--- src/rtl/pwm_bank.sv ---
// Bank of NCH independent PWM channels behind a small register file.
// Period/duty writes land in staging registers and reach the counter only at a period boundary.
module pwm_bank #(
    parameter int NCH = 8,
    parameter int CW  = 32
) (
    input  logic           clk,
    input  logic           rst,
    input  logic           wr,
    input  logic           rd,
    input  logic [6:0]     adrs,
    input  logic [31:0]    din,
    output logic [31:0]    dout,
    output logic           rvalid,
    output logic [NCH-1:0] pwmo
);

    typedef enum logic {IDLE = 1'b0, RUN = 1'b1} state_t;

    localparam logic [1:0] R_CTRL   = 2'd0;
    localparam logic [1:0] R_PERIOD = 2'd1;
    localparam logic [1:0] R_DUTY   = 2'd2;
    localparam logic [1:0] R_STATUS = 2'd3;

    logic [2:0]  ch_sel;
    logic [1:0]  reg_sel;
    logic [31:0] chan_rdata [NCH];
    logic [31:0] rdata_next;
    logic        unused_ok;

    assign ch_sel    = adrs[6:4];
    assign reg_sel   = adrs[3:2];
    assign unused_ok = ^{adrs[1:0], din};

    generate
        for (genvar gi = 0; gi < NCH; gi++) begin : g_ch
            state_t        state_reg;
            logic          pol_reg;
            logic          flag_reg;
            logic [CW-1:0] per_stg_reg;
            logic [CW-1:0] duty_stg_reg;
            logic [CW-1:0] per_act_reg;
            logic [CW-1:0] duty_act_reg;
            logic [CW-1:0] cnt_reg;
            logic [CW-1:0] per_stg_next;
            logic [CW-1:0] duty_stg_next;
            logic          hit;
            logic          wr_ctrl;
            logic          wr_per;
            logic          wr_duty;
            logic          wr_stat;
            logic          disable_now;
            logic          wrap;
            logic [31:0]   rv;

            assign hit     = (ch_sel == 3'(gi));
            assign wr_ctrl = wr && hit && (reg_sel == R_CTRL);
            assign wr_per  = wr && hit && (reg_sel == R_PERIOD);
            assign wr_duty = wr && hit && (reg_sel == R_DUTY);
            assign wr_stat = wr && hit && (reg_sel == R_STATUS);

            // Reloads see a same-cycle staging write, so entry to RUN picks up fresh values.
            assign per_stg_next  = wr_per  ? din[CW-1:0] : per_stg_reg;
            assign duty_stg_next = wr_duty ? din[CW-1:0] : duty_stg_reg;

            assign disable_now = wr_ctrl && !din[0];
            assign wrap = (state_reg == RUN) && !disable_now && (per_act_reg != '0)
                          && (cnt_reg == per_act_reg - CW'(1));

            always_ff @(posedge clk) begin
                if (!rst) begin
                    state_reg    <= IDLE;
                    pol_reg      <= 1'b0;
                    flag_reg     <= 1'b0;
                    per_stg_reg  <= '0;
                    duty_stg_reg <= '0;
                    per_act_reg  <= '0;
                    duty_act_reg <= '0;
                    cnt_reg      <= '0;
                end else begin
                    per_stg_reg  <= per_stg_next;
                    duty_stg_reg <= duty_stg_next;
                    if (wr_ctrl) begin
                        pol_reg <= din[1];
                    end

                    if (state_reg == IDLE) begin
                        cnt_reg <= '0;
                        if (wr_ctrl && din[0]) begin
                            state_reg    <= RUN;
                            per_act_reg  <= per_stg_next;
                            duty_act_reg <= duty_stg_next;
                        end
                    end else if (disable_now) begin
                        state_reg <= IDLE;
                        cnt_reg   <= '0;
                    end else if (per_act_reg == '0 || wrap) begin
                        // A zero period parks the counter but keeps sampling staging.
                        cnt_reg      <= '0;
                        per_act_reg  <= per_stg_next;
                        duty_act_reg <= duty_stg_next;
                    end else begin
                        cnt_reg <= cnt_reg + CW'(1);
                    end

                    if (wrap) begin
                        flag_reg <= 1'b1;
                    end else if (wr_stat && din[0]) begin
                        flag_reg <= 1'b0;
                    end
                end
            end

            assign pwmo[gi] = ((state_reg == RUN) && (per_act_reg != '0)
                               && (cnt_reg < duty_act_reg)) ^ pol_reg;

            always_comb begin
                rv = '0;
                case (reg_sel)
                    R_CTRL:   rv[1:0]    = {pol_reg, state_reg == RUN};
                    R_PERIOD: rv[CW-1:0] = per_stg_reg;
                    R_DUTY:   rv[CW-1:0] = duty_stg_reg;
                    default:  rv[0]      = flag_reg;
                endcase
            end

            assign chan_rdata[gi] = hit ? rv : '0;
        end
    endgenerate

    // Channels outside the bank never hit, so their reads fall out as zero.
    always_comb begin
        rdata_next = '0;
        for (int i = 0; i < NCH; i++) begin
            rdata_next = rdata_next | chan_rdata[i];
        end
    end

    always_ff @(posedge clk) begin
        if (!rst) begin
            dout   <= '0;
            rvalid <= 1'b0;
        end else begin
            rvalid <= rd;
            if (rd) begin
                dout <= rdata_next;
            end
        end
    end

endmodule

--- config.mk ---
export PLATFORM = sky130hd
export DESIGN_NAME = pwm_bank
export DESIGN_NICKNAME = d
export VERILOG_FILES = /design/src/rtl/pwm_bank.sv
export SDC_FILE = /design/constraint.sdc
export NUM_CORES = 2
export LEC_CHECK = 0
export BUFFER_PORTS_ARGS = -buffer_cell sky130_fd_sc_hd__buf_2
export CORE_MARGIN = 5
export CORE_UTILIZATION = 60
export DETAILED_ROUTE_END_ITERATION = 8
export GPL_TIMING_DRIVEN = 0
export PLACE_DENSITY = 0.78
export SYNTH_ARGS = -nofsm -noshare
export SYNTH_HDL_FRONTEND = slang
export SYNTH_SLANG_ARGS = --single-unit
--- constraint.sdc ---
create_clock -name clk -period 10.5 [get_ports clk]
set_clock_uncertainty 0.05 [all_clocks]
set_input_delay 0 -clock clk [delete_from_list [all_inputs] [get_ports clk]]
set_output_delay 0 -clock clk [all_outputs]
set_load 0.02 [all_outputs]
Word level (Yosys, flattened, before mapping)

Index checks and enable logic that the tools add are counted.

Add/sub/neg operators: 16
$lt $le $gt $ge: 8
Equal/unequal tests: 34
Multiplexer cells: 152
Bitwise logic cells: 24
Reductions and logical operators: 171

Operators by type and width:

| kind                                                                    | count |
|---|---|
| 32-bit two-way mux                                                      | 88 |
| 30-bit case mux with 2 select lines                                     | 8 |
| 32-bit by 1-bit adder with 32-bit output, second input constant         | 8 |
| 32-bit == test                                                          | 8 |
| 32-bit zero test                                                        | 8 |
| 32-bit less-than comparator                                             | 8 |
| 32-bit nonzero test                                                     | 8 |
| 32-bit by 1-bit subtractor with 32-bit output, second input constant    | 8 |
| 32-bit bitwise OR                                                       | 7 |
| 1-bit logical AND                                                       | 104 |
| 1-bit case mux with 3 select lines                                      | 16 |
| 1-bit two-way mux                                                       | 40 |
| 2-bit nonzero test                                                      | 16 |
| 4-bit OR reduction                                                      | 8 |
| 3-bit AND reduction                                                     | 8 |
| 2-bit by 1-bit inequality test with 1-bit output, second input constant | 8 |
| 2-bit inequality test, second input constant                            | 8 |
| 3-bit == test, second input constant                                    | 4 |
| 1-bit zero test                                                         | 9 |
| 1-bit inverter                                                          | 9 |
| 1-bit logical OR                                                        | 8 |
| 1-bit bitwise XOR                                                       | 8 |
| 3-bit by 2-bit == test with 1-bit output, second input constant         | 2 |
| 2-bit == test, second input constant                                    | 2 |
| 4 further kinds                                                         | 4 |

Bits in registers: 1337

Longest topological paths before layout

Word-level depth: 12
Depth in mapped cells: 14

Least setup slack after synthesis

Ideal clock, no wire load.

Kind: register to register
Start point: register g_ch[3].per_act_reg[0]
End point: register g_ch[3].duty_act_reg[10]
Setup time: 121 ps
Arrival: 3822 ps
Data required time: 10329 ps
Setup slack: 6507 ps
Stages on the path, launching flop included: 13
Period minus slack after synthesis: 3993 ps
Path through: dfxtp_1 > inv_1 > ha_1 > nor3b_1 > nand3_1 > or4_1 > o211a_1 > a211oi_1 > a2bb2o_1 > a2111o_1 > a21oi_2 > buf_2 > mux2_2

Cells in the longest elaborated chain, start to end: 6

RTL lines:

| item                                                                                        | RTL line | source |
|---|---|---|
| start, declared                                                                             | 42       | `logic [CW-1:0] per_act_reg;` |
| start signal, assigned                                                                      | 91       | `per_act_reg <= per_stg_next;` |
| start signal, assigned                                                                      | 100      | `per_act_reg <= per_stg_next;` |
| 32-bit by 1-bit subtractor with 32-bit output / 32-bit nonzero test (equally long branches) | 68, 67   |  |
| 32-bit == test / 1-bit logical AND (equally long branches)                                  | 68, 67   |  |
| 1-bit logical AND                                                                           | 68       | `&& (cnt_reg == per_act_reg - CW'(1));` |
| 1-bit logical OR (*)                                                                        | 97       | `end else if (per_act_reg == '0 \|\| wrap) begin` |
| 2-bit by 1-bit inequality test with 1-bit output (no line) (*)                              | n/a      |  |
| 3-bit AND reduction (no line) (*)                                                           | n/a      |  |
| end signal, assigned                                                                        | 92       | `duty_act_reg <= duty_stg_next;` |
| end signal, assigned                                                                        | 101      | `duty_act_reg <= duty_stg_next;` |
| end, declared                                                                               | 43       | `logic [CW-1:0] duty_act_reg;` |

Mark *: on every way between the ends. The rest lies on a longest branch, timed or not.
A chain may end at the register's enable or synchronous reset.

Final worst setup path

Start point: register g_ch[2].per_act_reg[9]
End point: register g_ch[2].duty_act_reg[28]

Cells in the longest elaborated chain, start to end: 6

RTL lines:

| item                                                                                        | RTL line |
|---|---|
| start, declared                                                                             | 42 |
| start signal, assigned                                                                      | 91 |
| start signal, assigned                                                                      | 100 |
| 32-bit by 1-bit subtractor with 32-bit output / 32-bit nonzero test (equally long branches) | 68, 67 |
| 32-bit == test / 1-bit logical AND (equally long branches)                                  | 68, 67 |
| 1-bit logical AND                                                                           | 68 |
| 1-bit logical OR (*)                                                                        | 97 |
| 2-bit by 1-bit inequality test with 1-bit output (no line) (*)                              | n/a |
| 3-bit AND reduction (no line) (*)                                                           | n/a |
| end signal, assigned                                                                        | 92 |
| end signal, assigned                                                                        | 101 |
| end, declared                                                                               | 43 |

Marked as above.

==> impl_metrics.tcl <==
set metrics [dict create \
    status "complete, but fails checks" \
    violations "capacitance limit, slew limit" \
    peakVddDrop_v 0.000160 \
    internal_cell_power_uw 8150 \
    critical_path.endpoint_type "register" \
    crit_buf_inv 2 \
    synth_seq_cells 1337 \
    proportion_of_synthesized_chip_area_in_sequential_cells 0.394 \
    min_period_over_period 0.564 \
    finish.cell_count_without_fillers 9672 \
    totalNegativeSetupSlack_ns 0 \
    timing.hold.worst.class "input port to register" \
    power.density_cell_area_nw_per_um2 144 \
    drtPass1Iterations 9 \
    timing.critical_path.max_delay_family "simple AND/OR/NAND/NOR gates" \
    cts.sinks 1337 \
    reg2reg_depth 11 \
    initial_core_util 0.603 \
    tightest_slew_ns 1.68 \
    insertion_delay_ns 0.79 \
    cts.repair.resized 0 \
    final_core_utilization 0.669 \
    grt_util_all_layers 0.451 \
    synth_top_area_cell "sky130_fd_sc_hd__dfxtp_1" \
    num_vias 64400 \
    library_cell_with_the_highest_instance_count_after_synthesis "sky130_fd_sc_hd__dfxtp_1" \
    core_area_um2 112000 \
    pwr-share-clk 0.483 \
    report.final.hold_viol_count 0 \
    ctsLongestPathBuffers 3 \
    avgRoutedWirePerCell_um 29.4 \
    layout-area-overhead-vs-synth_pct 10.8 \
    hold_path_cell_cnt 3 \
    post_synth_instance_area_um2 67900 \
    swShare 0.248 \
    tritoncts "yes" \
    htreeDepth 4 \
    share_of_post_route_cells_with_drive_strength_above_1 0.0742 \
    syn-instance-count 7815 \
    ios 84 \
    crit_path_max_fanout 10 \
    synth_area_per_cell_um2 8.69 \
    yosysTopAreaCellShare 0.394 \
    via_count_of_the_first_global_routing_pass 59900 \
    worstPathRequired_ns 11.10 \
    floorplan.die_area_um2 120000 \
    post-layout-total-power_uw 10800 \
    timing.max_slew.rel_slack -0.122 \
    yosys-top-cells-area "sky130_fd_sc_hd__dfxtp_1, sky130_fd_sc_hd__nor2_1, sky130_fd_sc_hd__ha_1" \
    post-cts-setup-buffer-count 0 \
    p_leak_uw 0.0270 \
    first_pass_grt_wire_length_um 405000 \
    timing.critical_path.slowest_cell_delay_ns 1.33 \
    clock.fmax_mhz 169 \
    number_of_max_slew_violations_in_the_final_report 213 \
    postRouteWirelength_um 285000 \
    dieHeight_um 346 \
    count_of_unique_library_cells_instantiated_by_yosys 95 \
    most_frequently_used_flop_master_after_synthesis "sky130_fd_sc_hd__dfxtp_1" \
    detail_route.iter0.violations 8541 \
    syn-num-nets 8127 \
    dieWidth_um 346 \
    warnings_from_yosys 0 \
    worstPathCellList "nor4_1 -> nand4_1 -> clkbuf_1 -> nor4_1 -> xnor2_1 -> a2111oi_0 -> o2111ai_1 -> nor4_1 -> o21ai_1 -> clkbuf_1 -> o2bb2ai_1" \
    crit_slowest_cell "sky130_fd_sc_hd__nor4_1" \
    power_frac_comb 0.047 \
    timing.final.setup_violations 0 \
    path_depth 11 \
    post-route-min-period_ns 5.92 \
    max-cap-violations 22 \
    gpl_wtd_cong 1.15 \
    reg2reg_slack_ns 4.58 \
    post_synth_edffs 0 \
    setup_repair_after_global_routing_missed_its_margin "no" \
    cts_root_buf "sky130_fd_sc_hd__clkbuf_16" \
    timing.critical_path.from_type "register" \
    placement_rows 123 \
    cts-buffers-inserted 142 \
    pin_count_of_the_biggest_net_entering_global_routing 17 \
    seqPwrFrac 0.470 \
    final_antenna_net_count 0 \
    cpMostUsedCell "sky130_fd_sc_hd__nor4_1" \
    dpl.hpwl_um 216000 \
    place.port_buffers 47 \
    antenna_violations_before_repair 33 \
    cts.reportedPaths.clkPinSlew_ns 0.06 \
    place.detailed.instances 9365 \
    number_of_vias_per_cell 6.65 \
    synth_top_cells_by_count "sky130_fd_sc_hd__dfxtp_1, sky130_fd_sc_hd__nor2_1, sky130_fd_sc_hd__nand2_1, sky130_fd_sc_hd__clkbuf_1, sky130_fd_sc_hd__a21oi_1" \
    share_of_synthesized_registers_carrying_an_async_set_or_reset 0 \
    power.switching_uw 2690 \
    worstSetupPathType "register to register" \
    nets 8356 \
    overflow 0 \
    drc 0 \
    worst_path_arrival_ns 6.52 \
]
## power by group through the flow
stage / logic [uW] / clock network [uW] / registers [uW]
6_report: 507 / 5240 / 5100
5_1_grt: 492 / 5400 / 5100
4_1_cts: 460 / 5190 / 5100
3_5_place_dp: 448 / 0 / 5210
3_3_place_gp: 444 / 0 / 5210
2_1_floorplan: 209 / 0 / 5210
## through the flow
stage	cell area, um^2	setup WS (ns)	hold WS, ns
global route	75200	4.43	0.0846
CTS	75100	4.52	0.000300
floorplan	67900	6.51	0.0717
detailed placement	70000	4.57	0.349
finish	75200	4.58	0.0927
global placement	70000	4.60	0.355
## cells in the final DEF, fill, tap and decap left out, types with 153 or more instances in the layout
| master | count |
|---|---|
| sky130_fd_sc_hd__nand2_1 | 620 |
| sky130_fd_sc_hd__clkbuf_1 | 520 |
| sky130_fd_sc_hd__nor3_1 | 180 |
| sky130_fd_sc_hd__mux2i_1 | 279 |
| sky130_fd_sc_hd__o21ai_0 | 245 |
| sky130_fd_sc_hd__dfxtp_1 | 1337 |
| sky130_fd_sc_hd__o2bb2ai_1 | 153 |
| sky130_fd_sc_hd__nor2_1 | 903 |
| sky130_fd_sc_hd__xnor2_1 | 311 |
| sky130_fd_sc_hd__xor2_1 | 264 |
| sky130_fd_sc_hd__inv_1 | 314 |
| sky130_fd_sc_hd__a22oi_1 | 214 |
| sky130_fd_sc_hd__nand3_1 | 167 |
| sky130_fd_sc_hd__a21oi_1 | 455 |
| sky130_fd_sc_hd__ha_1 | 269 |
| sky130_fd_sc_hd__mux2_2 | 192 |
## final cells by class
cell class	instances	area, um^2
multi-input cells	5601	37700
fillers	9169	37300
flip-flops and latches	1337	26800
clock buffers	202	4130
plain buffers	561	2260
well taps	1500	1880
inverters	316	1190
clock inverters	56	649
repair buffers	85	612
diodes	14	35.0
## cell families after synthesis
| family | after synthesis | synth area share |
|---|---|---|
| AOI/OAI and AO/OA | 1712 | 0.177 |
| adders and majority gates | 269 | 0.0496 |
| buffers and inverters | 877 | 0.0505 |
| muxes | 484 | 0.0753 |
| and+or+nand+nor | 2559 | 0.178 |
| xor gates and xnor gates | 577 | 0.0749 |
| DFF | 1337 | 0.394 |
## worst register-to-register path, cell delays in order (launching register included)
cell and delay [ns]:
sky130_fd_sc_hd__dfxtp_1 0.39, sky130_fd_sc_hd__nor4_1 0.77, sky130_fd_sc_hd__nand4_1 0.34, sky130_fd_sc_hd__clkbuf_1 0.32, sky130_fd_sc_hd__nor4_1 0.34, sky130_fd_sc_hd__xnor2_1 0.10, sky130_fd_sc_hd__a2111oi_0 0.56, sky130_fd_sc_hd__o2111ai_1 0.27
sky130_fd_sc_hd__nor4_1 1.33, sky130_fd_sc_hd__o21ai_1 0.67, sky130_fd_sc_hd__clkbuf_1 0.43, sky130_fd_sc_hd__o2bb2ai_1 0.22
## per-layer routing
layer | global-route usage | share of wire | vias up
li1 | - | - | 28300
met1 | 0.575 | 0.38 | 31000
met2 | 0.650 | 0.41 | 4101
met3 | 0.159 | 0.13 | 992
met4 | 0.289 | 0.079 | 8
met5 | 0 | 0.00034 | -
## worst paths after layout
check | start | to
setup / recovery | g_ch[2].per_act_reg[9] | g_ch[2].duty_act_reg[28]
hold / removal | din[26] | g_ch[3].per_stg_reg[26]
setup reg to reg | g_ch[2].per_act_reg[9] | g_ch[2].duty_act_reg[28]
hold reg to reg | g_ch[2].duty_act_reg[29] | g_ch[2].duty_act_reg[29]
## repair_timing
item / in CTS / in global routing
endpoints found under the setup margin: 0 / 0
hold endpoints to repair: 165 / 0
hold buffers: 32 / 0
(Power assumes the default switching activity.)
